**src/rtl/riscv32_imem_loader.sv**
```systemverilog
// Byte-stream boot loader: assembles a count-prefixed, XOR-protected program
// image into IMEM words and releases the core reset only after a good load.
module riscv32_imem_loader #(
  parameter int IMEM_DEPTH_WORDS = 4096,
  parameter int ADDR_W           = 12
) (
  input  logic              clk,
  input  logic              rst_n,
  input  logic              rx_valid,
  input  logic [7:0]        rx_data,
  input  logic              reload,
  output logic              imem_we,
  output logic [ADDR_W-1:0] imem_addr,
  output logic [31:0]       imem_wdata,
  output logic              core_rst_n,
  output logic              busy,
  output logic              load_done,
  output logic              load_error
);

  typedef enum logic [2:0] {
    S_IDLE,
    S_CNT_HI,
    S_DATA,
    S_CSUM,
    S_DONE,
    S_ERROR
  } state_t;

  localparam logic [16:0] DEPTH_L = 17'(IMEM_DEPTH_WORDS);

  state_t      state;
  state_t      state_nxt;
  logic [15:0] cnt;       // word count N (low byte first, then completed)
  logic [15:0] k;         // index of the word currently being assembled
  logic [1:0]  byte_idx;  // byte position inside the current word
  logic [23:0] wbuf;      // bytes b0..b2 of the word in progress
  logic [7:0]  xor_acc;   // running XOR of every byte accepted so far

  // reload wins over rx_valid: a byte offered alongside reload is dropped
  logic        accept;
  logic [15:0] cnt_new;
  logic        oversize;
  logic        last_word;
  logic        csum_ok;

  assign accept    = rx_valid && !reload;
  assign cnt_new   = {rx_data, cnt[7:0]};
  assign oversize  = ({1'b0, cnt_new} > DEPTH_L);
  assign last_word = (k == cnt - 16'd1);
  assign csum_ok   = (rx_data == xor_acc);

  // State register
  always_ff @(posedge clk or negedge rst_n) begin
    if (!rst_n) state <= S_IDLE;
    else        state <= state_nxt;
  end

  // Next-state decode from the current state and the accepted byte
  always_comb begin
    state_nxt = state;
    if (reload) begin
      state_nxt = S_IDLE;
    end else if (accept) begin
      case (state)
        S_IDLE:   state_nxt = S_CNT_HI;
        S_CNT_HI: begin
          if (oversize)             state_nxt = S_ERROR;
          else if (cnt_new == '0)   state_nxt = S_CSUM;
          else                      state_nxt = S_DATA;
        end
        S_DATA:   if (byte_idx == 2'd3 && last_word) state_nxt = S_CSUM;
        S_CSUM:   state_nxt = csum_ok ? S_DONE : S_ERROR;
        default:  state_nxt = state;
      endcase
    end
  end

  // Control, counters and registered outputs
  always_ff @(posedge clk or negedge rst_n) begin
    if (!rst_n) begin
      k          <= '0;
      byte_idx   <= '0;
      xor_acc    <= '0;
      imem_we    <= 1'b0;
      imem_addr  <= '0;
      imem_wdata <= '0;
      core_rst_n <= 1'b0;
      busy       <= 1'b0;
      load_done  <= 1'b0;
      load_error <= 1'b0;
    end else begin
      imem_we <= 1'b0;
      if (reload) begin
        k          <= '0;
        byte_idx   <= '0;
        xor_acc    <= '0;
        core_rst_n <= 1'b0;
        busy       <= 1'b0;
        load_done  <= 1'b0;
        load_error <= 1'b0;
      end else if (accept) begin
        case (state)
          S_IDLE: begin
            // accumulator is zero on entry to IDLE, so first byte seeds it
            xor_acc  <= rx_data;
            k        <= '0;
            byte_idx <= '0;
            busy     <= 1'b1;
          end
          S_CNT_HI: begin
            xor_acc <= xor_acc ^ rx_data;
            if (oversize) begin
              load_error <= 1'b1;
              busy       <= 1'b0;
            end
          end
          S_DATA: begin
            xor_acc  <= xor_acc ^ rx_data;
            byte_idx <= byte_idx + 2'd1;
            if (byte_idx == 2'd3) begin
              imem_we    <= 1'b1;
              imem_addr  <= k[ADDR_W-1:0];
              imem_wdata <= {rx_data, wbuf};
              k          <= k + 16'd1;
            end
          end
          S_CSUM: begin
            busy <= 1'b0;
            if (csum_ok) begin
              load_done  <= 1'b1;
              core_rst_n <= 1'b1;
            end else begin
              load_error <= 1'b1;
            end
          end
          default: ;
        endcase
      end
    end
  end

  // Data capture: count bytes and partial word, no reset needed
  always_ff @(posedge clk) begin
    if (accept) begin
      if (state == S_IDLE)   cnt <= {8'h00, rx_data};
      if (state == S_CNT_HI) cnt <= cnt_new;
      if (state == S_DATA) begin
        case (byte_idx)
          2'd0:    wbuf[7:0]   <= rx_data;
          2'd1:    wbuf[15:8]  <= rx_data;
          2'd2:    wbuf[23:16] <= rx_data;
          default: ;
        endcase
      end
    end
  end

endmodule

```
**config.mk**
```make
export PLATFORM = sky130hd
export DESIGN_NAME = riscv32_imem_loader
export DESIGN_NICKNAME = d
export VERILOG_FILES = /design/src/rtl/riscv32_imem_loader.sv
export SDC_FILE = /design/constraint.sdc
export NUM_CORES = 1
export LEC_CHECK = 0
export ABC_AREA = 1
export BUFFER_PORTS_ARGS = -buffer_cell sky130_fd_sc_hd__buf_4
export CAP_MARGIN = 25
export CORE_MARGIN = 4
export CORE_UTILIZATION = 40
export DETAILED_ROUTE_END_ITERATION = 6
export GPL_TIMING_DRIVEN = 0
export MAX_ROUTING_LAYER = met4
export PLACE_DENSITY = 0.61
export RECOVER_POWER = 25
export SLEW_MARGIN = 20
export SYNTH_ARGS = -nofsm -noshare
export SYNTH_HDL_FRONTEND = slang
export SYNTH_SLANG_ARGS = --single-unit
export TNS_END_PERCENT = 100
```
**constraint.sdc**
```tcl
create_clock -name clk -period 4.25 [get_ports clk]
set_clock_uncertainty 0.1 [all_clocks]
set_input_delay 0.425 -clock clk [delete_from_list [all_inputs] [get_ports clk]]
set_output_delay 0.425 -clock clk [all_outputs]
set_load 0.03 [all_outputs]
```
==> impl_results.md <==
* Outcome: complete, but fails checks
* Failing checks: max-capacitance violations, max-slew violations
* FF+latch count, synth at 117
* Final cell count without fillers at 911
* VDD IR max at 0.287 mV
* Worst slack, placed at 1.98 ns
* Syn Std Cell Area at 5630 µm²
* # clock sinks at 117
* Core area at 13800 µm²
* Yosys top cell area share at 34.2%
* Vias in the first global route at 4505
* Critical path arrival at 2.49 ns
* Die ar. at 16000 µm²
* Cell internal pwr at 0.00228 W
* Worst-margin pin slew at 1.95 ns
* Leak pwr at 3.31 nW
* Post-Syn Instances at 640
* Post-DP HPWL at 10100 µm
* Minimum clock period at 2.29 ns
* Detailed Route Iter0 Violations at 329
* Die Y at 127 µm
* Critical path buffer and inverter count at 2
* Yosys cell types at 40
* Routed WL at 13800 µm
* First-pass detailed-route iteration total at 5
* GR Util All Layers at 18.9%
* Largest net degree at the start of global routing at 78
* Endpoints failing hold at 0
* Hold bufs inserted after CTS at 0
* CP required at 4.45 ns
* CP top delay family: simple AND/OR/NAND/NOR gates
* Postcts setup bufs at 0
* Antenna diodes at 0
* WL per Instance at 15.1 µm
* H-tree depth at 4
* Setup CP Type: flop to flop
* Overflow after GRT at 0
* Sequential Power Share at 41.7%
* Final ANT Viol Nets at 0
* Worst-path maximum fanout at 6
* Final setup viols at 0
* Worst-path cell chain: inv_1 -> ha_1 -> nand2_1 -> nor2_1 -> nand3_1 -> nand2_1 -> nand2_1 -> nor2_1 -> nand4_1 -> o21ai_2 -> nand3b_1 -> nand2_1 -> inv_1
* Max incr delay on CP at 0.38 ns
* Synth top area cells: dfrtp_1 34%, edfxtp_1 21%, nand2_1 13%
* Num CTS Buffers at 17
* CP most frequent cell: nand2_1
* Post-cts gate resize count at 0
* Routability Congestion at 0.866
* CP max-delay cell: edfxtp_1
* Drt drc at 0
* Initial antenna violation count at 0
* Crit path launch type: flop
* Filler cells at 1264
* Clock-pin slew on the worst setup and hold paths at 0.05 ns
* Sw Ratio at 23.3%
* Number of synthesized flops with an enable pin at 40
* Avg Cell Area, Syn at 8.80 µm²
* Post-synthesis sequential area ratio at 55.5%
* Combinational power share at 9.2%
* Placed insts at 880
* Clock insertion delay at the later pin of the skew report at 0.41 ns
* Period utilization at 53.9%
* DR vias/cell at 4.95
* Setup TNS at 0 ns
* Slew margin rel. at -30.0%
* Net count, final at 737
* Setup slack, reg-to-reg at 1.96 ns
* RSZ-0062 raised after global routing: no
* Multi-input logic area at 2110 µm²
* Via count at 4505
* Register area at 3130 µm²
* Synth area leader: dfrtp_1
* Psw at 0.000694 W
* CTS tree: built
* Root Buffer: clkbuf_16
* Starting Density at 40.7%
* Max-slew violations at 78
* Power per Cell Area at 432 nW/µm²
* Core Util, Final at 49.8%
* Yosys warning total at 0
* Tot Pwr at 0.00298 W
* Main synth FF type: dfrtp_1
* First-pass GRT wire length at 23000 µm
* Max-cap violations at 1
* Setup WS post-layout at 1.96 ns
* Die width at 127 µm
* Share of layout cells above drive strength 1 at 17.8%
* Worst hold path type: primary input to flop
* Fmax at 437 MHz
* Row Count at 43
* Number of I/O port buffers at 60
* Clk buf depth at 2
* Post-synthesis net count at 658
* Ports at 61
* Syn-to-layout area delta at 22.4%
* Ys async rst share at 65.8%
* Crit. End Element: flop
* Clock share of power at 49.1%
-- layer usage --
metal	vias to the layer above	wire, µm	global-route usage (%)
li1	2207	-	-
met2	124	6490	28.3
met3	18	639	4.21
met4	0	204	6.88
met1	2156	6460	25.5
met5	-	0	-
-- logic make-up after synthesis --
group | Yosys count | share of synthesized area (%)
xor+xnor | 15 | 2.33
simple gates | 337 | 26.7
compound gates | 67 | 6.87
buf+inv | 98 | 7.24
flops | 117 | 55.5
fa+ha+maj | 6 | 1.33
-- power by group through the flow --
stage | Sequential, W | Combinational, W | Clock [W]
floorplan | 0.00128 | 0.000153 | 0
global placement | 0.00126 | 0.000270 | 0
detailed placement | 0.00126 | 0.000276 | 0
CTS | 0.00124 | 0.000278 | 0.00149
global route | 0.00125 | 0.000305 | 0.00155
finish | 0.00124 | 0.000272 | 0.00146
-- final cells by class --
| type | count | share of cell area, % |
|---|---|---|
| Multi-Input combinational cell | 425 | 30.6 |
| Timing Repair Buffer | 60 | 6.06 |
| Inverter | 86 | 4.76 |
| Clock buffer | 21 | 6.54 |
| Buffer | 12 | 1.16 |
| Clock inverter | 10 | 2.25 |
| Tap cell | 180 | 3.27 |
| Sequential cell | 117 | 45.4 |
-- layout by cell type, fill, tap and decap left out, types with 12 or more instances in the layout --
| cell | instances |
|---|---|
| xor2_1 | 12 |
| nand2_1 | 198 |
| a21oi_1 | 15 |
| inv_1 | 75 |
| o21ai_1 | 20 |
| nor2_1 | 60 |
| clkbuf_16 | 17 |
| edfxtp_1 | 40 |
| dfrtp_1 | 77 |
| buf_4 | 54 |
| o21ai_0 | 13 |
| nand3_1 | 40 |
-- cells in the mapped netlist, types with 7 or more instances --
cell and number:
o22ai_1 9, a21oi_1 15, edfxtp_1 40, inv_2 9
xor2_1 12, o21ai_1 20, buf_2 7, dfrtp_1 77
nor2_1 60, inv_1 75, nand2_1 198, o21ai_0 13
nand3_1 40
-- flip-flops by register name, indices dropped and copies added, names as in the netlist --
name / cells
imem_wdata: 32
wbuf: 24
cnt: 16
k: 16
imem_addr: 12
xor_acc: 8
state: 3
byte_idx: 2
busy: 1
imem_we: 1
load_done: 1
load_error: 1
-- path summary, 6_finish.rpt --
path,start,end,depth (start not counted)
worst max-delay path,cnt[0]$_DFFE_PP_,state[1]$_DFFE_PN0P_,13
worst min-delay path,reload,state[2]$_DFFE_PN0P_,2
worst max register to register,cnt[0]$_DFFE_PP_,state[1]$_DFFE_PN0P_,13
worst min register to register,wbuf[8]$_DFFE_PP_,imem_wdata[8]$_DFFE_PN0P_,2
max in group asynchronous,rst_n,state[1]$_DFFE_PN0P_,1
min in group asynchronous,rst_n,imem_addr[9]$_DFFE_PN0P_,1
-- through the flow --
stage	hold slack [ns]	instance area (µm²)
6_report	0.206	6890
5_1_grt	0.196	6890
4_1_cts	0.118	6920
3_5_place_dp	0.335	6310
3_3_place_gp	0.332	6310
2_1_floorplan	0.0294	5630
(Power assumes the default switching activity.)
